## config.mk

```make
export PLATFORM = sky130hd
export DESIGN_NAME = qacc_frame
export DESIGN_NICKNAME = d
export VERILOG_FILES = /design/src/rtl/qacc_frame.sv
export SDC_FILE = /design/constraint.sdc
export NUM_CORES = 1
export LEC_CHECK = 0
export BUFFER_PORTS_ARGS = -buffer_cell sky130_fd_sc_hd__buf_2
export CORE_UTILIZATION = 29
export CTS_BUF_LIST = sky130_fd_sc_hd__clkbuf_16
export DETAILED_ROUTE_END_ITERATION = 10
export HOLD_SLACK_MARGIN = 0.03
export SYNTH_ARGS = -nofsm -noshare
export SYNTH_HDL_FRONTEND = slang
export SYNTH_SLANG_ARGS = --single-unit
```

## constraint.sdc

```tcl
create_clock -name clk -period 3.3 [get_ports clk]
set_input_delay 0.165 -clock clk [delete_from_list [all_inputs] [get_ports clk]]
set_output_delay 0.165 -clock clk [all_outputs]
set_load 0.02 [all_outputs]
```

## src/rtl/qacc_frame.sv

```systemverilog
// Frame accumulator for signed Q-format products: sums one frame of terms into a
// guarded accumulator and hands back a saturated N-bit result with sticky overflow.
module qacc_frame #(
    parameter int Q  = 8,
    parameter int N  = 16,
    parameter int G  = 4,
    parameter int CW = 8
) (
    input  logic          clk,
    input  logic          rst,
    input  logic [N-1:0]  i_prod,
    input  logic          i_prod_ovr,
    input  logic          i_valid,
    input  logic          i_last,
    output logic          o_ready,
    output logic [N-1:0]  o_sum,
    output logic          o_ovr,
    output logic [CW-1:0] o_count,
    output logic          o_valid,
    input  logic          i_out_ready
);

    localparam int AW = N + G;

    if (Q >= N) begin : g_bad_q
        $error("qacc_frame: Q must be smaller than N");
    end

    typedef enum logic [1:0] {IDLE, ACC, DONE, HOLD} state_t;

    state_t        state;
    logic [AW-1:0] acc;
    logic [CW-1:0] count;
    logic          sticky;

    logic          accept;
    logic [AW-1:0] prod_ext;
    logic [AW:0]   sum_wide;
    logic [AW-1:0] sum_clamped;
    logic          add_clamp;
    logic          cnt_full;
    logic          acc_in_range;
    logic [N-1:0]  acc_sat;

    assign o_ready  = (state == IDLE) || (state == ACC);
    assign accept   = i_valid && o_ready;
    assign prod_ext = {{G{i_prod[N-1]}}, i_prod};
    assign sum_wide = {acc[AW-1], acc} + {prod_ext[AW-1], prod_ext};
    assign cnt_full = (count == {CW{1'b1}});

    // The extra sum bit disagreeing with the accumulator sign bit means the add left the guarded range.
    always_comb begin
        add_clamp   = (sum_wide[AW] != sum_wide[AW-1]);
        sum_clamped = sum_wide[AW-1:0];
        if (add_clamp) begin
            sum_clamped = sum_wide[AW] ? {1'b1, {(AW-1){1'b0}}} : {1'b0, {(AW-1){1'b1}}};
        end
    end

    // The accumulator fits N bits only when all bits from N-1 upward are copies of the sign.
    always_comb begin
        acc_in_range = (acc[AW-1:N-1] == '0) || (acc[AW-1:N-1] == '1);
        acc_sat      = acc[N-1:0];
        if (!acc_in_range) begin
            acc_sat = acc[AW-1] ? {1'b1, {(N-1){1'b0}}} : {1'b0, {(N-1){1'b1}}};
        end
    end

    always_ff @(posedge clk) begin
        if (rst) begin
            state   <= IDLE;
            acc     <= '0;
            count   <= '0;
            sticky  <= 1'b0;
            o_sum   <= '0;
            o_ovr   <= 1'b0;
            o_count <= '0;
            o_valid <= 1'b0;
        end else begin
            case (state)
                IDLE: begin
                    if (accept) begin
                        acc    <= prod_ext;
                        count  <= {{(CW-1){1'b0}}, 1'b1};
                        sticky <= i_prod_ovr;
                        state  <= i_last ? DONE : ACC;
                    end
                end
                ACC: begin
                    if (accept) begin
                        acc    <= sum_clamped;
                        count  <= cnt_full ? count : count + 1'b1;
                        sticky <= sticky | i_prod_ovr | add_clamp | cnt_full;
                        if (i_last) begin
                            state <= DONE;
                        end
                    end
                end
                DONE: begin
                    o_sum   <= acc_sat;
                    o_ovr   <= sticky | ~acc_in_range;
                    o_count <= count;
                    o_valid <= 1'b1;
                    state   <= HOLD;
                end
                HOLD: begin
                    if (i_out_ready) begin
                        o_valid <= 1'b0;
                        acc     <= '0;
                        count   <= '0;
                        sticky  <= 1'b0;
                        state   <= IDLE;
                    end
                end
                default: state <= IDLE;
            endcase
        end
    end

endmodule

```

==> results.json, run 1 <==
{
  "outcome": "finished clean",
  "most-common-layout-cells": "a21oi_1 (61), dfxtp_1 (57), buf_2 (48)",
  "initial_core_util_pct": 30.2,
  "die_h_um": 115,
  "firstDrtPassIters": 4,
  "cts.clk_slew.worst_paths_ps": 50,
  "required_ps": 3540,
  "finalSetupViolCount": 0,
  "tritoncts": "yes",
  "syn-num-nets": 499,
  "post-route-min-period_ps": 3050,
  "drc": 0,
  "worst_r2r_path_depth": 12,
  "clockBufferDepth": 2,
  "p_per_area_nw_per_um2": 1000,
  "synth_area_um2": 3670,
  "seq_area_frac_synth_pct": 31.1,
  "worstMarginPinSlew_ps": 1060,
  "design_area_um2": 4350,
  "cts-htree-levels": 3,
  "io_buffers": 48,
  "hold_viol": 0,
  "avgViaCountPerCell": 5.25,
  "grt_pass1_vias": 3375,
  "irDropWorstVdd_uv": 363,
  "hold_buffers": 0,
  "netlist_instances": 451,
  "synthArstFlopShare_pct": 0,
  "synthFlopType": "dfxtp_1",
  "die_area_um2": 13100,
  "fin_worst_skew_ps": 5.08,
  "core_um2": 12200,
  "crit_start": "acc[0]",
  "final_util_pct": 35.8,
  "fmaxAchievable_ghz": 0.327,
  "cp_max_fo": 5,
  "fin_cells": 667,
  "layout_commonest_cell": "a21oi_1",
  "critical_path_arrival_ps": 3300,
  "placed_cell_area_um2": 4090,
  "reg2reg_from": "acc[0]",
  "drt_iter0_markers": 295,
  "antenna_found_initial": 0,
  "ys_seq_elements": 57,
  "nets": 543,
  "tns_ps": 0,
  "start_kind": "flop",
  "grt_pass1_wl_um": 16100,
  "ant_nets": 0,
  "numCtsBuffers": 9,
  "grt_max_degree": 51,
  "fillers": 1267,
  "antenna_cells": 0,
  "row_count": 40,
  "io_pins": 49,
  "hpwl_um": 7300,
  "timing.rr.end": "acc[13]",
  "layout-drive-gt1-share_pct": 17.4,
  "wirelength_um": 9910,
  "finalWorstSetupSlack_ps": 246,
  "p_leak_uw": 0.00179,
  "syn_to_final_growth_pct": 18.5,
  "setup.worst_path.end": "acc[13]",
  "avgSynthCellArea_um2": 8.14,
  "ys_warn_count": 0,
  "cp-end-kind": "flop",
  "dp.cells": 651,
  "die_x_um": 115,
  "synth-edff-count": 0,
  "place_congestion": 0.884,
  "drv_slew": 0,
  "grt_remaining_overflow": 0,
  "groute.usage.overall_pct": 15.5,
  "cts.sinks": 57,
  "finalCritPeriodShare_pct": 92.6,
  "ff2ff_setup_slack_ps": 250,
  "maxSlewHeadroom_pct": 29.2,
  "routedWlPerCell_um": 14.9,
  "ys_types": 61,
  "rsz0062_at_grt": "false",
  "drv_cap": 0,
  "place_ws_ps": 134,
  "vias": 3502,
  "worstSetupPathType": "reg2reg",
  "clk_latency_ps": 330,
  "cts_root_buf": "clkbuf_16",
  "hp-class": "in2reg"
}
## cell usage after synthesis (all sizes together) (2+ instances only)
cell type	n	area, µm²
ha	25	313
o21bai	3	26.3
clkbuf	20	75.1
buf	5	30.0
xor2	10	87.6
o211ai	13	103
o221ai	3	26.3
mux2i	9	90.1
o21a	3	22.5
and3	4	25.0
and4	2	20.0
o2111ai	3	32.5
a21oi	62	314
nand3	7	35.0
nor3	6	30.0
nor2	44	165
inv	18	67.6
or3	5	31.3
a21boi	2	15.0
dfxtp	57	1140
nand4	7	43.8
a31oi	6	37.5
nand2b	16	100
nor2b	4	25.0
a311o	2	20.0
maj3	2	20.0
o21ai	20	100
and2	3	18.8
xnor2	8	70.1
a32oi	7	61.3
a211o	2	17.5
a311oi	5	50.0
a211oi	17	163
a21o	6	45.0
nand2	30	113
## worst min path at each step
stage,from,to,cells past startpoint
final,i_prod[12],acc[12],3
after CTS,i_prod[12],acc[12],3
after detailed placement,o_sum[1],o_sum[1],2
after global placement,o_sum[8],o_sum[8],2
after floorplan,i_prod[12],acc[12],2
after global routing,i_prod[5],acc[5],3
## cells by family (layout without fill, tap and decap cells)
| kind of cell | Yosys count | count (layout) | share of synthesized area [%] |
|---|---|---|---|
| AOI/OAI and AO/OA | 163 | 163 | 30.3 |
| and+or+nand+nor | 133 | 133 | 17.5 |
| DFF | 57 | 57 | 31.1 |
| buffers and inverters | 43 | 91 | 4.70 |
| adders and majority gates | 28 | 28 | 9.61 |
| xor gates and xnor gates | 18 | 18 | 4.29 |
| muxes | 9 | 9 | 2.45 |
## where the power goes
part / total [µW] / internal (µW) / leakage, µW / switching (µW)
sequential: 1080 / 904 / 0.000467 / 178
clock: 792 / 489 / 0.000125 / 303
combinational: 2490 / 958 / 0.00120 / 1530
total: 4360 / 2350 / 0.00179 / 2010
## critical path, cell delays in order, from the launching register on
cell       delay (ps)
dfxtp_1           360
ha_1              190
inv_1              60
fa_1              390
and2b_1           240
o2111ai_2         130
a21oi_2           230
nor3_1             80
o31a_1            330
or3_1             400
buf_4             170
a21bo_2           190
a211oi_2          200
## stage by stage
stage | hold WS (ps) | total power, µW
2_1_floorplan | 316 | 2910
3_3_place_gp | 454 | 3490
3_5_place_dp | 458 | 3550
4_1_cts | 124 | 4360
5_1_grt | 155 | 4700
6_report | 130 | 4360
## flip-flops by register name, summed over array words and instances, names as in the netlist
signal,cells
acc,20
count,8
o_count,8
o_ovr,1
o_sum,16
o_valid,1
state,2
sticky,1
## layer usage
layer	wire length, µm	share of wire, %	GRT usage [%]
met5	0	0	0
met4	140	1.4	6.06
met3	481	4.9	2.65
met2	4640	47	26.7
met1	4650	47	19.2
## area by class of cell
cell class	instances	area [µm²]	area share, %
clock inverters	6	27.5	0.633
flip-flops and latches	57	1140	26.2
clock buffers	9	225	5.18
repair buffers	58	315	7.25
inverters	18	67.6	1.55
well taps	168	210	4.83
multi-input cells	351	2360	54.3
## repair_timing
| item | CTS | global route |
|---|---|---|
| setup endpoints to repair | 0 | 10 |
| gates resized for setup | 0 | 2 |
| buffers inserted | 0 | 1 |
| hold endpoints to repair | 0 | 0 |
No activity file was read; power rests on OpenSTA's default activity.
==> run 2: changes to the inputs <==
--- a/config.mk
+++ b/config.mk
@@ -10,6 +10,7 @@
 export CTS_BUF_LIST = sky130_fd_sc_hd__clkbuf_16
 export DETAILED_ROUTE_END_ITERATION = 10
 export HOLD_SLACK_MARGIN = 0.03
+export RECOVER_POWER = 25
 export SYNTH_ARGS = -nofsm -noshare
 export SYNTH_HDL_FRONTEND = slang
 export SYNTH_SLANG_ARGS = --single-unit
==> results.json, run 2 (synthesized netlist as in run 1, its figures left out) <==
{
  "outcome": "finished clean",
  "fillers": 1267,
  "fin_worst_skew_ps": 5.10,
  "routedWlPerCell_um": 14.8,
  "placed_cell_area_um2": 4090,
  "p_leak_uw": 0.00170,
  "irDropWorstVdd_uv": 361,
  "largest_reg_flops": 20,
  "design_area_um2": 4330,
  "firstDrtPassIters": 4,
  "cts.sinks": 57,
  "p_seq_share_pct": 25.0,
  "avgViaCountPerCell": 5.24,
  "place_congestion": 0.884,
  "die_h_um": 115,
  "rsz0062_at_grt": "false",
  "grt_remaining_overflow": 0,
  "worstMarginPinSlew_ps": 1050,
  "reg.largest.list": "acc: 20 flops, o_sum: 16 flops",
  "grt_max_degree": 51,
  "grt_pass1_wl_um": 16100,
  "p_sw_share_pct": 46.3,
  "row_count": 40,
  "syn_to_final_growth_pct": 17.8,
  "cts_root_buf": "clkbuf_16",
  "worst_r2r_path_depth": 12,
  "ant_nets": 0,
  "layout_commonest_cell": "a21oi_1",
  "post-route-min-period_ps": 3060,
  "nets": 543,
  "crit_start": "acc[0]",
  "internal-power_uw": 2330,
  "cp.depth": 12,
  "drv_cap": 0,
  "vias": 3492,
  "p_per_area_nw_per_um2": 1000,
  "required_ps": 3540,
  "layout-drive-gt1-share_pct": 13.2,
  "finalCritPeriodShare_pct": 92.8,
  "antenna_cells": 0,
  "combPwrFrac_pct": 56.8,
  "ff_latch_area_um2": 1140,
  "hp-class": "in2reg",
  "clockPowerShare_pct": 18.2,
  "worstSetupPathType": "reg2reg",
  "io_pins": 49,
  "path_cells": "ha_1, inv_1, fa_1, and2b_1, o2111ai_2, a21oi_2, nor3_1, o31a_1, or3_1, buf_4, a21bo_2, a211oi_2",
  "multiInputGateArea_um2": 2360,
  "critPathTopFamily": "compound AO/OA/AOI/OAI gates",
  "cp-end-kind": "flop",
  "maxSlewHeadroom_pct": 30.1,
  "hold_viol": 0,
  "critical_path_arrival_ps": 3300,
  "setup.worst_path.end": "acc[13]",
  "place_ws_ps": 134,
  "grt_pass1_vias": 3375,
  "cp_max_fo": 5,
  "die_area_um2": 13100,
  "initial_core_util_pct": 30.2,
  "die_x_um": 115,
  "most-common-layout-cells": "a21oi_1 (61), dfxtp_1 (57), nor2_1 (44)",
  "wirelength_um": 9880,
  "top_register": "acc",
  "timing.rr.end": "acc[13]",
  "ff2ff_setup_slack_ps": 240,
  "start_kind": "flop",
  "tns_ps": 0,
  "critPathSlowestCell": "or3_1",
  "reg2reg_from": "acc[0]",
  "hpwl_um": 7300,
  "hold_buffers": 0,
  "final_util_pct": 35.6,
  "crit_buf_inv": 2,
  "core_um2": 12200,
  "cts.clk_slew.worst_paths_ps": 50,
  "drc": 0,
  "cts-htree-levels": 3,
  "finalWorstSetupSlack_ps": 237,
  "fmaxAchievable_ghz": 0.326,
  "clockBufferDepth": 2,
  "cpPeakStageDelay_ps": 400,
  "io_buffers": 48,
  "finalSetupViolCount": 0,
  "groute.usage.overall_pct": 15.5,
  "numCtsBuffers": 9,
  "clk_latency_ps": 330,
  "antenna_found_initial": 0,
  "drv_slew": 0,
  "tritoncts": "yes",
  "drt_iter0_markers": 294,
  "p_sw_uw": 2010
}
==> run 2: cell types whose count changed in the layout (fill, tap and decap cells not counted), sizes merged <==
| cell | delta |
|---|---|
| clkbuf | +21 |
| buf | -21 |
==> run 2: layout make-up <==
type / count / area share [%]
multi-input combinational: 351 / 54.7
sequential: 57 / 26.4
timing repair buffer: 58 / 6.68
clock buffer: 9 / 5.21
tap: 168 / 4.86
inverter: 18 / 1.56
clock inverter: 6 / 0.636
==> run 2: worst min path at each step <==
| stage | startpoint | end | slack [ps] | cells after the start |
|---|---|---|---|---|
| 2_1_floorplan | i_prod[12] | acc[12] | 320 | 2 |
| 3_3_place_gp | o_sum[8] | o_sum[8] | 450 | 2 |
| 3_5_place_dp | o_sum[1] | o_sum[1] | 460 | 2 |
| 4_1_cts | i_prod[12] | acc[12] | 120 | 3 |
| 5_1_grt | i_prod[5] | acc[5] | 150 | 3 |
| 6_report | i_prod[12] | acc[12] | 130 | 3 |
==> run 2: worst min-delay path, delay by kind of cell <==
family	cells	cell delay (ps)
compound gates	1	70
buf+inv	1	120
simple gates	1	50
==> run 2: per-stage QoR <==
stage / cells / hold slack, ps / total power (µW)
2_1_floorplan: 451 / 316 / 2910
3_3_place_gp: 651 / 454 / 3490
3_5_place_dp: 651 / 458 / 3550
4_1_cts: 666 / 124 / 4360
5_1_grt: 667 / 155 / 4690
6_report: 667 / 132 / 4340
==> run 2: power groups by stage <==
stage                     registers [µW]  logic [µW]  clock network (µW)
after floorplan                     1140        1770                   0
after global placement              1080        2400                   0
after detailed placement            1090        2450                   0
after CTS                           1080        2470                 809
after global routing                1110        2740                 838
final                               1080        2470                 791
==> run 2: what timing repair did <==
action,in CTS,in global routing
buffers inserted,0,1
setup endpoints to repair,0,10
gates resized for setup,0,2
==> run 2: layer usage <==
layer | vias up | wire length, µm | global-route usage [%] | share of wire (%)
li1 | 1750 | - | - | -
met1 | 1654 | 4690 | 19.2 | 47
met2 | 75 | 4620 | 26.7 | 47
met3 | 13 | 433 | 2.65 | 4.4
met4 | 0 | 139 | 6.06 | 1.4
met5 | - | 0 | 0 | 0
==> run 3: changes to the inputs <==
==> constraint.sdc (replaced) <==
create_clock -name clk -period 3.7 [get_ports clk]
set_input_delay 0.185 -clock clk [delete_from_list [all_inputs] [get_ports clk]]
set_output_delay 0.185 -clock clk [all_outputs]
set_load 0.02 [all_outputs]
==> results.json, run 3 (synthesized netlist as in run 1, its figures left out) <==
{
  "outcome": "finished clean",
  "drv_cap": 0,
  "p_seq_share_pct": 24.4,
  "die_x_um": 115,
  "largest_reg_flops": 20,
  "ff2ff_setup_slack_ps": 330,
  "reg2reg_from": "acc[0]",
  "hpwl_um": 7340,
  "cts_setup_buffers": 0,
  "top_layer": "met4",
  "cp_max_fo": 9,
  "fin_cells": 664,
  "p_sw_uw": 1810,
  "dp.cells": 648,
  "fillers": 1294,
  "core_um2": 12200,
  "wl_met3_um": 453,
  "drt_iter0_markers": 227,
  "finalPower_uw": 3940,
  "top_register": "acc",
  "grt_max_degree": 51,
  "vias": 3521,
  "cts.clk_slew.worst_paths_ps": 50,
  "hold-worst-slack_ps": 149,
  "initial_core_util_pct": 30.2,
  "finalCritPeriodShare_pct": 91.1,
  "clockBufferDepth": 2,
  "wirelength_um": 10200,
  "avgViaCountPerCell": 5.30,
  "reg.largest.list": "acc: 20 flops, o_sum: 16 flops",
  "p_sw_share_pct": 46.0,
  "critical_path_arrival_ps": 3610,
  "row_count": 40,
  "routedWlPerCell_um": 15.3,
  "nets": 539,
  "io_pins": 49,
  "io_buffers": 48,
  "whs_path_depth": 3,
  "numCtsBuffers": 9,
  "hold_viol": 0,
  "grt_remaining_overflow": 0,
  "dr_wl_met2_um": 4830,
  "fin_worst_skew_ps": 3.68,
  "worst_r2r_path_depth": 11,
  "cts.sinks": 57,
  "hp-start": "i_prod[12]",
  "rsz0062_at_grt": "false",
  "p_leak_uw": 0.00170,
  "grt_pass1_vias": 3357,
  "layout-drive-gt1-share_pct": 12.7,
  "design_area_um2": 4320,
  "hold_buffers": 0,
  "worstSetupPathType": "reg2reg",
  "post-route-min-period_ps": 3370,
  "hp-class": "in2reg",
  "placed_cell_area_um2": 4060,
  "tritoncts": "yes",
  "fmaxAchievable_ghz": 0.297,
  "drt-met1-wl_um": 4760,
  "irDropWorstVdd_uv": 347,
  "clk_latency_ps": 330,
  "cts_root_buf": "clkbuf_16",
  "firstDrtPassIters": 4,
  "drv_slew": 0,
  "ant_nets": 0,
  "p_per_area_nw_per_um2": 912,
  "required_ps": 3940,
  "maxSlewHeadroom_pct": 29.9,
  "start_kind": "flop",
  "groute.usage.overall_pct": 16.0,
  "internal-power_uw": 2130,
  "worstMarginPinSlew_ps": 1050,
  "place_congestion": 0.875,
  "drc": 0,
  "finalSetupViolCount": 0,
  "clockPowerShare_pct": 20.2,
  "antenna_found_initial": 0,
  "cts-htree-levels": 3,
  "ctsResizeCount": 0,
  "combPwrFrac_pct": 55.4,
  "most-common-layout-cells": "a21oi_1 (61), dfxtp_1 (57), nor2_1 (44)",
  "die_area_um2": 13100,
  "layout_commonest_cell": "a21oi_1",
  "tns_ps": 0,
  "die_h_um": 115,
  "syn_to_final_growth_pct": 17.7,
  "grt_pass1_wl_um": 16600,
  "antenna_cells": 0,
  "cp-end-kind": "flop",
  "crit_start": "acc[0]"
}
## run 3: cell types whose count changed in the layout (fill, tap and decap cells not counted)
cell,previous run,this run
bufinv_16,0,1
buf_4,10,6
o21a_2,1,0
a211oi_1,9,10
a211oi_2,8,7
clkinv_1,3,2
clkinv_2,1,3
clkinv_4,0,1
o21a_1,2,3
clkinvlp_4,1,0
inv_1,19,18
## run 3: worst max-delay path, stage by stage, from the launching register on
cell and delay (ps):
dfxtp_1 350, ha_1 180, inv_1 60, fa_1 390, and2b_1 250, o2111ai_2 140
a21oi_2 240, nor3_1 80, o31a_1 390, or3_1 500, o21a_1 420, a211oi_2 280
## run 3: layout make-up
type	count	area [µm²]	area share [%]
Multi-Input combinational cell	351	2360	54.6
Sequential cell	57	1140	26.4
Timing Repair Buffer	54	259	5.99
Clock buffer	9	225	5.21
Tap cell	168	210	4.86
Inverter	18	67.6	1.56
Clock inverter	7	61.3	1.42
## run 3: worst paths after layout
path	end
max	acc[6]
min	acc[12]
max reg2reg	acc[6]
min reg2reg	o_sum[11]
## run 3: power groups by stage
stage | combinational, µW | clock [µW] | sequential (µW)
after floorplan | 1580 | 0 | 1020
after detailed placement | 2180 | 0 | 972
after global routing | 2420 | 844 | 988
after global placement | 2140 | 0 | 962
after CTS | 2200 | 808 | 961
final | 2190 | 795 | 963
## run 3: routing by layer
layer | global-route usage (%) | vias up
met2 | 27.3 | 74
li1 | - | 1744
met4 | 5.45 | 0
met3 | 3.07 | 15
met5 | 0 | -
met1 | 20.2 | 1688
## run 3: metrics by stage
stage / setup slack [ps] / utilization (%)
6_report: 331 / 35.5
5_1_grt: 164 / 35.5
4_1_cts: 331 / 35.8
3_5_place_dp: 360 / 33.4
3_3_place_gp: 470 / 33.4
2_1_floorplan: 748 / -
